==> config.mk <==
export PLATFORM = sky130hd
export DESIGN_NAME = button_debounce
export DESIGN_NICKNAME = d
export VERILOG_FILES = /design/src/rtl/button_debounce_pkg.sv /design/src/rtl/debounce_ch.sv /design/src/rtl/button_debounce.sv
export SDC_FILE = /design/constraint.sdc
export NUM_CORES = 1
export LEC_CHECK = 0
export ABC_AREA = 0
export CORE_ASPECT_RATIO = 0.75
export CORE_MARGIN = 2
export CORE_UTILIZATION = 53
export DETAILED_ROUTE_END_ITERATION = 10
export PLACE_DENSITY = 0.76
export SLEW_MARGIN = 10
export SYNTH_ARGS = -nofsm -noshare
export SYNTH_HDL_FRONTEND = slang
export SYNTH_SLANG_ARGS = --single-unit
==> constraint.sdc <==
create_clock -name clk -period 2.7 [get_ports clk]
set_input_delay 0.27 -clock clk [delete_from_list [all_inputs] [get_ports clk]]
set_output_delay 0.27 -clock clk [all_outputs]
set_load 0.03 [all_outputs]
==> src/rtl/button_debounce_pkg.sv <==
// Shared definitions for the push-button front end.
//   BTN_LEFT/RIGHT/UP/DOWN : bit positions of each button in the 4-bit vectors
//   BTN_W                  : number of buttons
// direction_ctrl wiring indexes btn_level with these positions as well.
package button_debounce_pkg;

    localparam int unsigned BTN_LEFT  = 0;
    localparam int unsigned BTN_RIGHT = 1;
    localparam int unsigned BTN_UP    = 2;
    localparam int unsigned BTN_DOWN  = 3;
    localparam int unsigned BTN_W     = 4;

endpackage

==> src/rtl/debounce_ch.sv <==
// Single-button debouncer channel.
//   clk    : system clock
//   rst_n  : asynchronous active-low reset
//   tick   : shared sample strobe; channel state moves only on tick cycles
//   raw    : polarity-corrected asynchronous button pin (1 = pressed)
//   level  : debounced pressed level
//   press  : one-cycle pulse on debounced 0->1
//   rls    : one-cycle pulse on debounced 1->0
// The release pulse is named rls because "release" is a reserved word.
module debounce_ch #(
    parameter int unsigned STABLE_CNT = 8
) (
    input  logic clk,
    input  logic rst_n,
    input  logic tick,
    input  logic raw,
    output logic level,
    output logic press,
    output logic rls
);

    localparam int unsigned CW = $clog2(STABLE_CNT) + 1;

    logic          sync1;
    logic          sync2;
    logic [CW-1:0] cnt;

    always_ff @(posedge clk or negedge rst_n) begin
        if (!rst_n) begin
            sync1 <= 1'b0;
            sync2 <= 1'b0;
            cnt   <= '0;
            level <= 1'b0;
            press <= 1'b0;
            rls   <= 1'b0;
        end else begin
            sync1 <= raw;
            sync2 <= sync1;
            press <= 1'b0;
            rls   <= 1'b0;
            if (tick) begin
                // Any sample agreeing with the current level restarts the
                // count, so only an uninterrupted run of STABLE_CNT
                // disagreeing ticks flips the level.
                if (sync2 == level) begin
                    cnt <= '0;
                end else if (cnt == CW'(STABLE_CNT - 1)) begin
                    level <= sync2;
                    cnt   <= '0;
                    press <= sync2;
                    rls   <= ~sync2;
                end else begin
                    cnt <= cnt + CW'(1);
                end
            end
        end
    end

endmodule

==> src/rtl/button_debounce.sv <==
// Front-end conditioning for the four raw board push-buttons.
//   clk         : system clock, single domain
//   rst_n       : asynchronous active-low reset
//   btn_raw     : raw pins [0]=left [1]=right [2]=up [3]=down
//   btn_level   : debounced pressed level, 1 = pressed
//   btn_press   : one-cycle pulse on debounced 0->1
//   btn_release : one-cycle pulse on debounced 1->0
//   tick        : sample-tick strobe shared by all channels
// Parameters: TICK_DIV clk cycles per tick, STABLE_CNT ticks to accept a new
// level, ACTIVE_LOW inverts the raw pins before synchronisation.
module button_debounce
    import button_debounce_pkg::*;
#(
    parameter int unsigned TICK_DIV   = 1000,
    parameter int unsigned STABLE_CNT = 8,
    parameter bit          ACTIVE_LOW = 1'b0
) (
    input  logic             clk,
    input  logic             rst_n,
    input  logic [BTN_W-1:0] btn_raw,
    output logic [BTN_W-1:0] btn_level,
    output logic [BTN_W-1:0] btn_press,
    output logic [BTN_W-1:0] btn_release,
    output logic             tick
);

    localparam int unsigned PW = $clog2(TICK_DIV) + 1;

    logic [PW-1:0]    pcnt;
    logic             run;
    logic [BTN_W-1:0] p;

    // run keeps tick low while reset is held; otherwise TICK_DIV=1 would
    // strobe tick during reset because pcnt==0 already matches TICK_DIV-1.
    always_ff @(posedge clk or negedge rst_n) begin
        if (!rst_n) begin
            pcnt <= '0;
            run  <= 1'b0;
        end else begin
            run <= 1'b1;
            if (pcnt == PW'(TICK_DIV - 1)) begin
                pcnt <= '0;
            end else begin
                pcnt <= pcnt + PW'(1);
            end
        end
    end

    always_comb begin
        tick = run && (pcnt == PW'(TICK_DIV - 1));
        p    = btn_raw ^ {BTN_W{ACTIVE_LOW}};
    end

    for (genvar i = 0; i < BTN_W; i++) begin : g_ch
        debounce_ch #(
            .STABLE_CNT(STABLE_CNT)
        ) u_ch (
            .clk  (clk),
            .rst_n(rst_n),
            .tick (tick),
            .raw  (p[i]),
            .level(btn_level[i]),
            .press(btn_press[i]),
            .rls  (btn_release[i])
        );
    end

endmodule

==> metrics.md <==
| Metric | Value |
|---|---|
| Status | `complete, no violations` |
| CP Capture Type | `output port` |
| FF-to-FF End | `g_ch[2].u_ch.level` |
| Fmax | `411 MHz` |
| Final setup fails | `0` |
| H-tree Lvls | `2` |
| Core area | `4000 um2` |
| Reg2reg start | `pcnt[4]` |
| # clock sinks | `48` |
| Peak supply drop | `approximately 0.35 mV` |
| Layout area overhead | `11.5%` |
| DP Cell Count | `258` |
| Cell types occupying the most area after synthesis | `dfrtp_1 55%, o21ai_0 4.8%, buf_4 4.1%` |
| Crit start category | `flip-flop` |
| Rel. slew slack | `31.6%` |
| Initial antenna violation count | `0` |
| Leakage power | `0.00110 uW` |
| Std cell rows | `20` |
| Synth top area share | `55.0%` |
| Post-CTS Setup Inserts | `0` |
| Clock insertion delay at the later pin of the skew report | `0.30 ns` |
| Die Width | `slightly below 80 um` |
| Largest family of logic cells by synthesized area | `simple AND/OR/NAND/NOR gates` |
| Post-Synth Adder-Cell Area | `about 2.9%` |
| Synthesis-stage register bit count | `48` |
| Post-Route Setup TNS | `0 ns` |
| GRT Util Overall | `between 15 and 20%` |
| Final GP Congestion | `0.813` |
| Worst slew pin tran | `roughly 1.0 ns` |
| Cts hold-fix bufs | `0` |
| Mux share of post-synthesis cell area | `between 2 and 3%` |
| Commonest non-fill, non-tap cell in the layout | `dfrtp_1` |
| Grt ovf | `0` |
| Port bufs | `18` |
| Final ANT Viol Nets | `0` |
| Post-synthesis compound-gate area fraction | `about 6.8%` |
| Syn nets | `around 210` |
| DR iter-0 viols | `87` |
| Post-Synthesis Cells | `197` |
| Worst setup startpoint | `pcnt[4]` |
| Nets@finish | `~220` |
| Most frequent cells in the layout | `48 x dfrtp_1, 21 x o21ai_0, 16 x clkdlybuf4s50_1, 15 x nand2_1, 14 x nor2_1` |
| # Max-Cap Violations | `0` |
| Final wirelength | `3340 um` |
| R2R depth | `5` |
| Vias per cell | `5.23` |
| Mean area per synthesized cell | `11.1 um2` |
| Synth async-reset ratio | `100%` |
| Die area | `around 4700 um2` |
| Skew final | `0.00779 ns` |
| First-pass GRT wire length | `5690 um` |
| Yosys warns | `0` |
| Worst path required time | `2.43 ns` |
| Vias post-DR | `1390` |
| Hold Vio Cnt, Final | `0` |
| CTS Buffer Depth | `2` |
| Layout cell share with drive strength beyond 1 | `9.48%` |
| Hold Path Class | `input port to asynchronous set/reset pin` |
| Netlist cell types | `33` |
| Flop-to-flop setup slack | `0.50 ns` |
| Initial core utilization | `between 50 and 60%` |
| RSZ-0062 raised after global routing | `no` |
| Synth Area in XOR/XNOR | `5.22%` |
| Kind of critical path | `flip-flop to output port` |
| Power density cells | `about 520 nW/um2` |
| Synth Area in Simple Gates | `a little over a fifth` |
| IO Pins | `19` |
| Crit share post-route | `90.0%` |
| WL/cell | `12.5 um` |
| # resized after CTS | `1` |
| Maximum number of pins on one net before global-route repair | `49` |
| Synth Flop Type | `dfrtp_1` |
| Vert. Die Dim | `59.6 um` |
| Critical Path Fanout Max | `7` |
| # DRC | `0` |
| HPWL after DPL | `2260 um` |
| Final Non-Filler Cells | `266` |
| CP Data Arrival Time | `approximately 2.2 ns` |
| Mapped Area | `2180 um2` |
| Clock-pin slew on the worst setup and hold paths | `approximately 0.090 ns` |
| CTS tree | `done` |
| Number of global-route vias before repair | `1237` |
| Pre-Repair DR Iteration Count | `4` |
| Register area share after synthesis | `55.0%` |
| CTS Root Cell | `clkbuf_8` |
| Largest area contributor in the netlist | `dfrtp_1` |
| # diodes | `0` |
| Min Tclk post-route | `2.43 ns` |
| CTS buffer count | `5` |
| Max Slew Vio Count | `0` |
| EDFF count, synth | `0` |
-- worst max path at each step --
stage	to	slack [ns]
finish	tick	0.27
global route	tick	0.19
CTS	tick	0.25
detailed placement	tick	0.31
global placement	tick	0.34
floorplan	g_ch[1].u_ch.level	0.68
-- cells by family (layout without fill, tap and decap cells) --
group,count (synthesis),after routing
buffers and inverters,16,30
multiplexers,5,5
flip-flops,48,48
other,1,1
AO/OA/AOI/OAI,28,28
adder cells (fa/ha/maj),5,5
XOR/XNOR,13,13
AND/OR/NAND/NOR,81,81
-- per-stage QoR --
stage	cell area, um2	power [uW]	hold slack (ns)	worst slack, ns	utilization (%)
final	2430	1270	0.140	0.270	60.8
after global routing	2430	1320	0.234	0.187	60.8
after CTS	2430	1290	0.176	0.255	60.8
after detailed placement	2320	777	0.335	0.310	58.0
after global placement	2320	776	0.332	0.337	58.0
after floorplan	2180	753	-0.0256	0.685	-
-- worst max-delay path, cell delays in order (launching register included) --
cell and delay, ns:
dfrtp_1 0.44, or4b_1 0.52, or3_4 0.34, clkinv_1 0.15, dlygate4sd2_1 0.42
-- per-layer routing --
layer  global-route usage [%]  part of all wire, %
met1                     22.5                   51
met2                     23.6                   43
met3                     4.73                  3.1
met4                     8.52                  2.0
met5                        0                    0
-- power breakdown --
group | internal, uW | switching (uW)
sequential | 725 | 6.20
clock | 274 | 233
combinational | 10.8 | 19.1
-- synthesized netlist by cell type (2+ instances only) --
master and number:
nand2b_1 6, a31oi_1 4, nor3b_1 4, ha_1 5
buf_4 12, dfrtp_1 48, nor3_1 7, clkbuf_8 2
nor4b_1 2, o21ai_0 21, nor2_1 14, or4b_1 2
and3b_1 3, nand3b_1 4, xnor2_1 7, mux2_2 4
xor2_1 6, or3_1 2, nand2_1 15, a21oi_1 2
nand4_1 5, nand3_1 11
-- cell type report --
class | instances | area [um2]
tap | 55 | 68.8
fill | 334 | 1570
inverter | 2 | 7.51
timing repair buffer | 20 | 189
clock inverter | 3 | 42.5
clock buffer | 5 | 68.8
sequential | 48 | 1200
multi-input combinational | 133 | 856
-- sequential cells by signal (all words and copies together), names as in the netlist --
name	cells
pcnt	11
g_ch.u_ch.sync2	4
g_ch.u_ch.press	4
g_ch.u_ch.sync1	4
g_ch.u_ch.cnt	16
g_ch.u_ch.rls	4
run	1
g_ch.u_ch.level	4
Note: power is estimated with default switching activity, not from simulation.
